**config.mk**
```make
export PLATFORM = sky130hd
export DESIGN_NAME = query_ctrl
export DESIGN_NICKNAME = d
export VERILOG_FILES = /design/src/rtl/query_ctrl_pkg.sv /design/src/rtl/result_buf.sv /design/src/rtl/query_ctrl.sv
export SDC_FILE = /design/constraint.sdc
export NUM_CORES = 1
export LEC_CHECK = 0
export ABC_AREA = 1
export BUFFER_PORTS_ARGS = -buffer_cell sky130_fd_sc_hd__clkbuf_2
export CAP_MARGIN = 5
export CORE_ASPECT_RATIO = 0.9
export CORE_MARGIN = 2
export CORE_UTILIZATION = 27
export CTS_CLUSTER_DIAMETER = 30
export DETAILED_ROUTE_END_ITERATION = 6
export SLEW_MARGIN = 10
export SYNTH_ARGS = -nofsm -noshare
export SYNTH_HDL_FRONTEND = slang
export SYNTH_SLANG_ARGS = --single-unit
```
**constraint.sdc**
```tcl
create_clock -name clk_in -period 2.9 [get_ports clk_in]
set_input_delay 0.29 -clock clk_in [delete_from_list [all_inputs] [get_ports clk_in]]
set_output_delay 0.29 -clock clk_in [all_outputs]
set_load 0.05 [all_outputs]
```
**src/rtl/query_ctrl_pkg.sv**
```systemverilog
// rtl/query_ctrl_pkg.sv - shared state encoding and default sizes for query_ctrl
package query_ctrl_pkg;

  typedef enum logic [1:0] {
    ST_IDLE  = 2'd0,
    ST_START = 2'd1,
    ST_RUN   = 2'd2,
    ST_DONE  = 2'd3
  } state_t;

  localparam int DEF_W     = 32;
  localparam int DEF_DIM   = 4;
  localparam int DEF_K_MAX = 8;

endpackage

```
**src/rtl/result_buf.sv**
```systemverilog
// rtl/result_buf.sv - result storage, one write port, one registered read port
// rd_en gates the read so addresses past the stored count return 0.
module result_buf
  import query_ctrl_pkg::*;
#(
  parameter int DEPTH = DEF_K_MAX,
  parameter int W     = DEF_W,
  parameter int AW    = (DEPTH > 1) ? $clog2(DEPTH) : 1
) (
  input  logic          clk_in,
  input  logic          rst_in,
  input  logic          wr_en,
  input  logic [AW-1:0] wr_addr,
  input  logic [W-1:0]  wr_data,
  input  logic          rd_en,
  input  logic [AW-1:0] rd_addr,
  output logic [W-1:0]  rd_data
);

  logic [W-1:0] mem [DEPTH];

  always_ff @(posedge clk_in) begin
    if (rst_in) begin
      for (int i = 0; i < DEPTH; i++) mem[i] <= '0;
      rd_data <= '0;
    end else begin
      if (wr_en) mem[wr_addr] <= wr_data;
      rd_data <= rd_en ? mem[rd_addr] : '0;
    end
  end

endmodule

```
**src/rtl/query_ctrl.sv**
```systemverilog
// rtl/query_ctrl.sv - query vector holder and result collector around a search engine
// Four-state FSM (IDLE/START/RUN/DONE) with k clamp, early done and run timeout.
module query_ctrl
  import query_ctrl_pkg::*;
#(
  parameter int DIM     = DEF_DIM,
  parameter int K_MAX   = DEF_K_MAX,
  parameter int W       = DEF_W,
  parameter int TIMEOUT = 65535
) (
  input  logic                       clk_in,
  input  logic                       rst_in,
  input  logic                       q_wr_valid_in,
  input  logic [$clog2(DIM)-1:0]     q_wr_addr_in,
  input  logic [W-1:0]               q_wr_data_in,
  input  logic [15:0]                k_in,
  input  logic                       start_in,
  output logic [DIM*W-1:0]           query_out,
  output logic                       eng_start_out,
  output logic [15:0]                eng_k_out,
  input  logic                       res_valid_in,
  input  logic [W-1:0]               res_id_in,
  input  logic                       res_done_in,
  input  logic [$clog2(K_MAX)-1:0]   rd_addr_in,
  output logic [W-1:0]               rd_data_out,
  output logic [$clog2(K_MAX+1)-1:0] count_out,
  output logic                       busy_out,
  output logic                       done_out,
  output logic                       err_out
);

  localparam int RW = $clog2(K_MAX);
  localparam int CW = $clog2(K_MAX + 1);

  state_t        state, state_nx;
  logic [15:0]   k_eff;
  logic [CW-1:0] count;
  logic [CW-1:0] count_inc;
  logic [31:0]   timer;
  logic          err;
  logic          idle_like, start_ok, store, reach, timeout;
  logic [15:0]   k_clamp;

  assign idle_like = (state == ST_IDLE) || (state == ST_DONE);
  assign start_ok  = start_in && idle_like;
  assign k_clamp   = (k_in > 16'(K_MAX)) ? 16'(K_MAX) : k_in;
  assign store     = (state == ST_RUN) && res_valid_in && (16'(count) < k_eff);
  assign count_inc = count + CW'(store);
  assign reach     = (16'(count_inc) == k_eff);
  assign timeout   = (timer == 32'(TIMEOUT - 1));

  always_ff @(posedge clk_in) begin
    if (rst_in) state <= ST_IDLE;
    else        state <= state_nx;
  end

  always_comb begin
    state_nx = state;
    case (state)
      ST_IDLE, ST_DONE: if (start_in) state_nx = (k_in == 16'd0) ? ST_DONE : ST_START;
      ST_START:         state_nx = ST_RUN;
      ST_RUN:           if (reach || res_done_in || timeout) state_nx = ST_DONE;
      default:          state_nx = ST_IDLE;
    endcase
  end

  always_comb begin
    busy_out      = 1'b0;
    done_out      = 1'b0;
    eng_start_out = 1'b0;
    case (state)
      ST_START: begin busy_out = 1'b1; eng_start_out = 1'b1; end
      ST_RUN:   busy_out = 1'b1;
      ST_DONE:  done_out = 1'b1;
      default:  ;
    endcase
  end

  // An out-of-range write address matches no element and is dropped.
  always_ff @(posedge clk_in) begin
    if (rst_in) begin
      query_out <= '0;
      k_eff     <= '0;
      count     <= '0;
      timer     <= '0;
      err       <= 1'b0;
    end else begin
      if (q_wr_valid_in && idle_like) begin
        for (int i = 0; i < DIM; i++)
          if (32'(q_wr_addr_in) == i) query_out[i*W +: W] <= q_wr_data_in;
      end
      if (start_ok) begin
        k_eff <= k_clamp;
        count <= '0;
        timer <= '0;
        err   <= (k_in == 16'd0);
      end else if (state == ST_RUN) begin
        count <= count_inc;
        timer <= timer + 32'd1;
        if (timeout && !reach && !res_done_in) err <= 1'b1;
      end
    end
  end

  result_buf #(.DEPTH(K_MAX), .W(W), .AW(RW)) u_buf (
    .clk_in  (clk_in),
    .rst_in  (rst_in),
    .wr_en   (store),
    .wr_addr (count[RW-1:0]),
    .wr_data (res_id_in),
    .rd_en   (32'(rd_addr_in) < 32'(count)),
    .rd_addr (rd_addr_in),
    .rd_data (rd_data_out)
  );

  assign eng_k_out = k_eff;
  assign count_out = count;
  assign err_out   = err;

endmodule

```
### Word-level counts from Yosys, hierarchy flattened

Memories as Yosys holds them, arrays and structs flattened. A register that Yosys moved wholly into a read port is not among the register bits.
Cells that the tools add are included.

* register bits after elaboration: 183
* bits in writable memories: 256
* bits of input ports: 91
* memories: 1

* add/subtract/negate cells: 2
* order comparisons: 3
* equality and inequality tests: 10
* multiplexer cells: 19
* bitwise gates (word level): 1
* reduce and logical (&&, ||, !) cells: 27

Memories
* u_buf.mem: depth 8, bits a word 32, rd ports 1, clocked after Yosys merged registers in 1, write ports 8, line result_buf.sv:20 `logic [W-1:0] mem [DEPTH];`

Operators with widths (number)
* adder 32 x 1 -> 32 bit, second input constant: 1
* == test 32 x 16 -> 1 bit, second input constant: 1
* 2-to-1 mux 32 bit: 1
* OR reduction 32 bit: 1
* == test 4 x 16 -> 1 bit: 1
* greater-than comparator 16 x 4 -> 1 bit, second input constant: 1
* zero test 16 bit: 1
* less-than comparator 4 x 16 -> 1 bit: 1
* 2-to-1 mux 16 bit: 1
* 2-to-1 mux 1 bit: 12
* AND reduction 2 bit: 6
* == test 2 bit, second input constant: 4
* OR reduction 2 bit: 4
* logical AND 1 bit: 6
* 2-to-1 mux 2 bit: 3
* one-hot mux 2 bit (3 select lines): 1
* adder 4 x 1 -> 4 bit: 1
* == test 2 x 1 -> 1 bit, second input constant: 2
* zero test 2 bit: 2
* less-than comparator 3 x 4 -> 1 bit: 1
* != test 2 bit, second input constant: 2
* nonzero test 2 bit: 2
* logical OR 1 bit: 3
* 2-to-1 mux 3 bit: 1
* 2 further kinds: 3

### Logic depth before layout (Yosys ltp)

* word-level depth: 11
* gate-level depth with buffers: 20

### By module

Synthesis repeated with hierarchy kept, for this count alone.

* cells, all modules: 2480
* area, all modules: 20539.7 um^2

By module, submodules not included
* result_buf: instances 1, cells each 1483, area each 13233.9 um^2, seq. area each 8328.0 um^2
* query_ctrl: instances 1, cells each 997, area each 7305.8 um^2, seq. area each 3663.5 um^2

### Worst setup path after synthesis

Ideal clock, no wire load.

* path kind: reg2reg
* from: register k_eff[1], in the netlist eng_k_out[1]
* to: memory u_buf.mem[0][0] (netlist bit) (enable)
* setup time: 0.389 ns
* arrival: 2.706 ns
* setup slack: -0.196 ns
* stages on the path, launching flop included: 11
* path buffers: 1
* clock period less this slack: 3.096 ns
* cells stage by stage: dfxtp_1 -> inv_1 -> ha_1 -> o21ai_0 -> nand2_1 -> nand3_1 -> nand2_1 -> a31oi_2 -> nand3_1 -> buf_2 -> nand2_1

RTL lines
* start: declaration: line query_ctrl.sv:36 `logic [15:0] k_eff;`
* start signal: assignment: line query_ctrl.sv:93 `k_eff <= k_clamp;`
* end: declaration: line result_buf.sv:20

### Worst setup path in the final report

* from: register k_eff[1], in the netlist eng_k_out[1]
* to: register state[0]

* word-level cells in the longest chain between the ends: 8

Ends and longest elaborated chain
* less-than comparator 4 x 16 -> 1 bit: line query_ctrl.sv:47 `assign store = (state == ST_RUN) && res_valid_in && (16'(count) < k_eff);`
* logical AND 1 bit: line query_ctrl.sv:47
* adder 4 x 1 -> 4 bit: line query_ctrl.sv:48 `assign count_inc = count + CW'(store);`
* via count_inc[1]: line query_ctrl.sv:38 `logic [CW-1:0] count_inc;`
* == test 4 x 16 -> 1 bit: line query_ctrl.sv:49 `assign reach = (16'(count_inc) == k_eff);`
* logical OR 1 bit (2 in series): line query_ctrl.sv:62 `ST_RUN: if (reach || res_done_in || timeout) state_nx = ST_DONE;`
* != test 2 bit (no line)
* AND reduction 2 bit (no line)
* end signal: assignment: line query_ctrl.sv:54 `else state <= state_nx;`
* end: declaration: line query_ctrl.sv:35 `state_t state, state_nx;`

The timed path passes the listed nets, and every way through them passes these cells.
A chain may end at the register's enable or synchronous reset.

==> implementation parameters <==
Parameter                              Value

Run status
  Outcome    finished, final reports clean

Synthesis
  Syn_area_per_cell    9.070 um2
  FFs w/ async S/R, synth    0%
  Number of standard cells after synthesis    2111
  Adder-cell share of the synthesized area    0.8495%
  Area leader, netlist    sky130_fd_sc_hd__edfxtp_1
  Top flip-flop cell by instance count after synthesis    sky130_fd_sc_hd__edfxtp_1
  Most common cell in the netlist    sky130_fd_sc_hd__nor2_1
  Count of synthesis-stage warnings from yosys    0
  Multiplexer fraction of the synthesized cell area    0%
  Post-synthesis xor/xnor area fraction    0.2745%
  Share of Yosys cell area claimed by the top area cell type    40.15%
  Cell types with the highest counts after synthesis    792 x sky130_fd_sc_hd__nor2_1, 256 x sky130_fd_sc_hd__edfxtp_1, 215 x sky130_fd_sc_hd__dfxtp_1
  Leading post-synthesis cells by cell area    sky130_fd_sc_hd__edfxtp_1 40%, sky130_fd_sc_hd__dfxtp_1 22%, sky130_fd_sc_hd__nor2_1 16%
  Simple-gate share of the synthesized area    21.11%
  Total nets after synthesis    2215
  Number of distinct standard cells referenced by the synthesized netlist    31
  Dominant combinational cell family by area after synthesis    simple AND/OR/NAND/NOR gates
  Compound-cell area share of the yosys netlist    10.42%
  Number of synthesized flops with an enable pin    256
  Mapped Area    19150 um2
  Synthesis-stage register bit count    471
  Sequential cell area fraction in the yosys report    62.63%

Floorplanning
  Starting utilization of the core area    27.31%
  Site row count    92
  DIE HEIGHT    256.6 um
  Total core area    70100 um2
  Area of the die    73070 um2
  Overall die width    284.7 um
  Ports    275

Clock tree
  Buffers from clock root to sink, at most    3
  TritonCTS clock tree    yes
  H-tree level count    3
  Number of sinks driven by the clock tree    471
  Number of buffers added by the clock tree synthesis step    97
  Root buffer cell    sky130_fd_sc_hd__clkbuf_16
  Buffers inserted during post-CTS setup optimization    0
  Clk Latency, worst-skew pair    0.64 ns
  Clock slew at reported path FFs    0.05 ns

Timing
  Fin Setup TNS    0 ns
  Worst-margin pin slew    1.095 ns
  Setup repair after global routing missed its margin    no
  Period Utilization, post-route    88.45%
  Relative max-transition margin    26.92%
  Upper clock frequency limit    389.9 MHz
  Setup Viol. Count Final    0
  Hold violation total from the final report    0
  Least setup slack across all paths after layout    0.3349 ns
  Tightest hold margin    0.06293 ns
  Post-layout minimum cycle time    2.565 ns
  Final Max Tran Viols    0
  Clock skew after layout    0.04975 ns

Power
  Power density normalized to cell area    854.8 nW/um2
  Static leakage    0.01083 uW
  Worst IR Drop VDD    0.6588 mV

Setup path
  CP dominant cell by count    sky130_fd_sc_hd__nand2_1
  Crit-path leading delay family    simple AND/OR/NAND/NOR gates
  Crit end category    register
  Slowest library cell on the worst path    sky130_fd_sc_hd__dfxtp_1
  Delay contributed by the slowest stage of the critical path    0.36 ns
  Worst EP required    3.41 ns
  Worst path cell trace    inv_1 -> ha_1 -> o21ai_0 -> nand2_1 -> nand3_1 -> nand2_1 -> a31oi_2 -> ha_1 -> ha_1 -> nand2_1 -> nand2_1 -> nor2_1 -> nand2_1 -> nor2_1 -> nand2_1 -> nand3_1 -> nand3_1 -> nand2_1 -> nor2_1
  Largest fanout on the critical path    4
  Slack of the worst reg-to-reg path    0.33 ns
  Category of the critical setup timing path    register to register
  Arrival time worst endpoint    3.08 ns
  Worst path buffer plus inverter count    1
  Type of element launching the critical path    register

Detailed routing
  Drt pass-1 iters    5
  Routed vias    15790
  Via-per-instance ratio    4.559
  Final WL    58170 um
  Antenna viol nets, final    0
  Starting DRC count in detailed routing    1024
  Drc violations    0
  Detail-routed net length per standard cell    16.80 um

Global routing
  Vias in the first global route    15590
  Aggregate global-route resource usage    15.70%
  First-pass GRT wire length    90170 um
  Overflow after GRT    0
  Number of antenna violations at the first check in global routing    0
  Pin count of the biggest net entering global routing    134

Place
  Worst setup slack before clock tree synthesis    0.3559 ns
  Final HPWL from detailed placement    34390 um
  # port buffers    274
  Placed cell area    21760 um2
  Routability cong.    0.8105
  Number of placed instances with taps included    3245

Cells and area
  Non-Filler Instances    3463
  Area used by sequential logic in the layout    11990 um2
  Layout overhead on the synthesized area    33.96%
  Area of combinational cells with multiple inputs    6344 um2
  Filler cell count    7052
  Number of inserted diodes    0
  Net count, final    2543
  Area of all placed cells without fillers    25650 um2
  Fraction of final layout cells with drive strength greater than 1    20.25%

Job
  Max-cap violation count    0

Worst hold path
  Hold/Removal Path Class    input pin to register
==> final cells by class <==
type / count / share of cell area [%]
Clock buffer: 126 / 10.44
Multi-Input combinational cell: 1412 / 24.73
Clock inverter: 57 / 3.346
Inverter: 104 / 1.541
Timing Repair Buffer: 353 / 8.605
Sequential cell: 471 / 46.75
Tap cell: 940 / 4.585
==> placed cells by master, fill, tap and decap left out, drive strengths merged, types with 18 or more instances in the layout <==
master       Yosys  routed
buf             36      46
nand2          188     188
clkinv           0      27
inv            104     109
nor2           792     792
clkbuf          88     398
dlygate4sd3      0      35
edfxtp         256     256
o32ai           64      64
a21oi           60      60
dfxtp          215     215
nor3            18      18
nand3           38      38
o21ai          208     208
==> path summary, 6_finish.rpt <==
path                       from       endpoint  depth (start not counted)
setup / recovery   eng_k_out[1]       state[0]                         19
hold / removal         start_in       state[1]                          4
setup reg to reg   eng_k_out[1]       state[0]                         19
hold reg to reg   eng_k_out[12]  eng_k_out[12]                          2
==> logic make-up after synthesis <==
kind of cell,count (synthesis)
fa+ha+maj,13
xor+xnor,6
compound gates,344
buf+inv,228
simple gates,1049
flops,471
==> report_power, final <==
| group | internal (uW) | switching (uW) |
|---|---|---|
| Combinational | 592 | 1980 |
| Clock | 7970 | 3790 |
| Sequential | 7420 | 172 |
| Total | 16000 | 5940 |
==> worst register-to-register path: cells and delay by family (launching register included) <==
kind | cells | cell delay, ns
AO/OA/AOI/OAI | 2 | 0.24
flip-flops | 1 | 0.36
adder cells (fa/ha/maj) | 3 | 0.79
buffers and inverters | 1 | 0.09
AND/OR/NAND/NOR | 13 | 1.01
==> sequential cells by signal, summed over array words and instances, names as in the netlist <==
signal         count
count_out          4
eng_k_out         16
err_out            1
query_out        128
state              2
timer             32
u_buf.mem        256
u_buf.rd_data     32
==> timing repair <==
action | in CTS | in global routing
hold buffers | 34 | 1
hold endpoints to repair | 126 | 1
gates resized for setup | 0 | 0
==> metrics by stage <==
step                total power (uW)  utilization [%]
floorplan                       9407                -
finish                         21930            36.59
detailed placement             10260            31.05
global placement               10240            31.05
global route                   22710            36.59
CTS                            22100            36.57
==> per-layer routing <==
| metal | global-route usage [%] | vias to the layer above | part of all wire (%) |
|---|---|---|---|
| li1 | - | 7707 | - |
| met1 | 20.41 | 7429 | 43 |
| met2 | 25.18 | 572 | 46 |
| met3 | 4.786 | 80 | 8.4 |
| met4 | 4.371 | 0 | 1.7 |
| met5 | 0 | - | 0 |
Note: power is estimated with default switching activity, not from simulation.
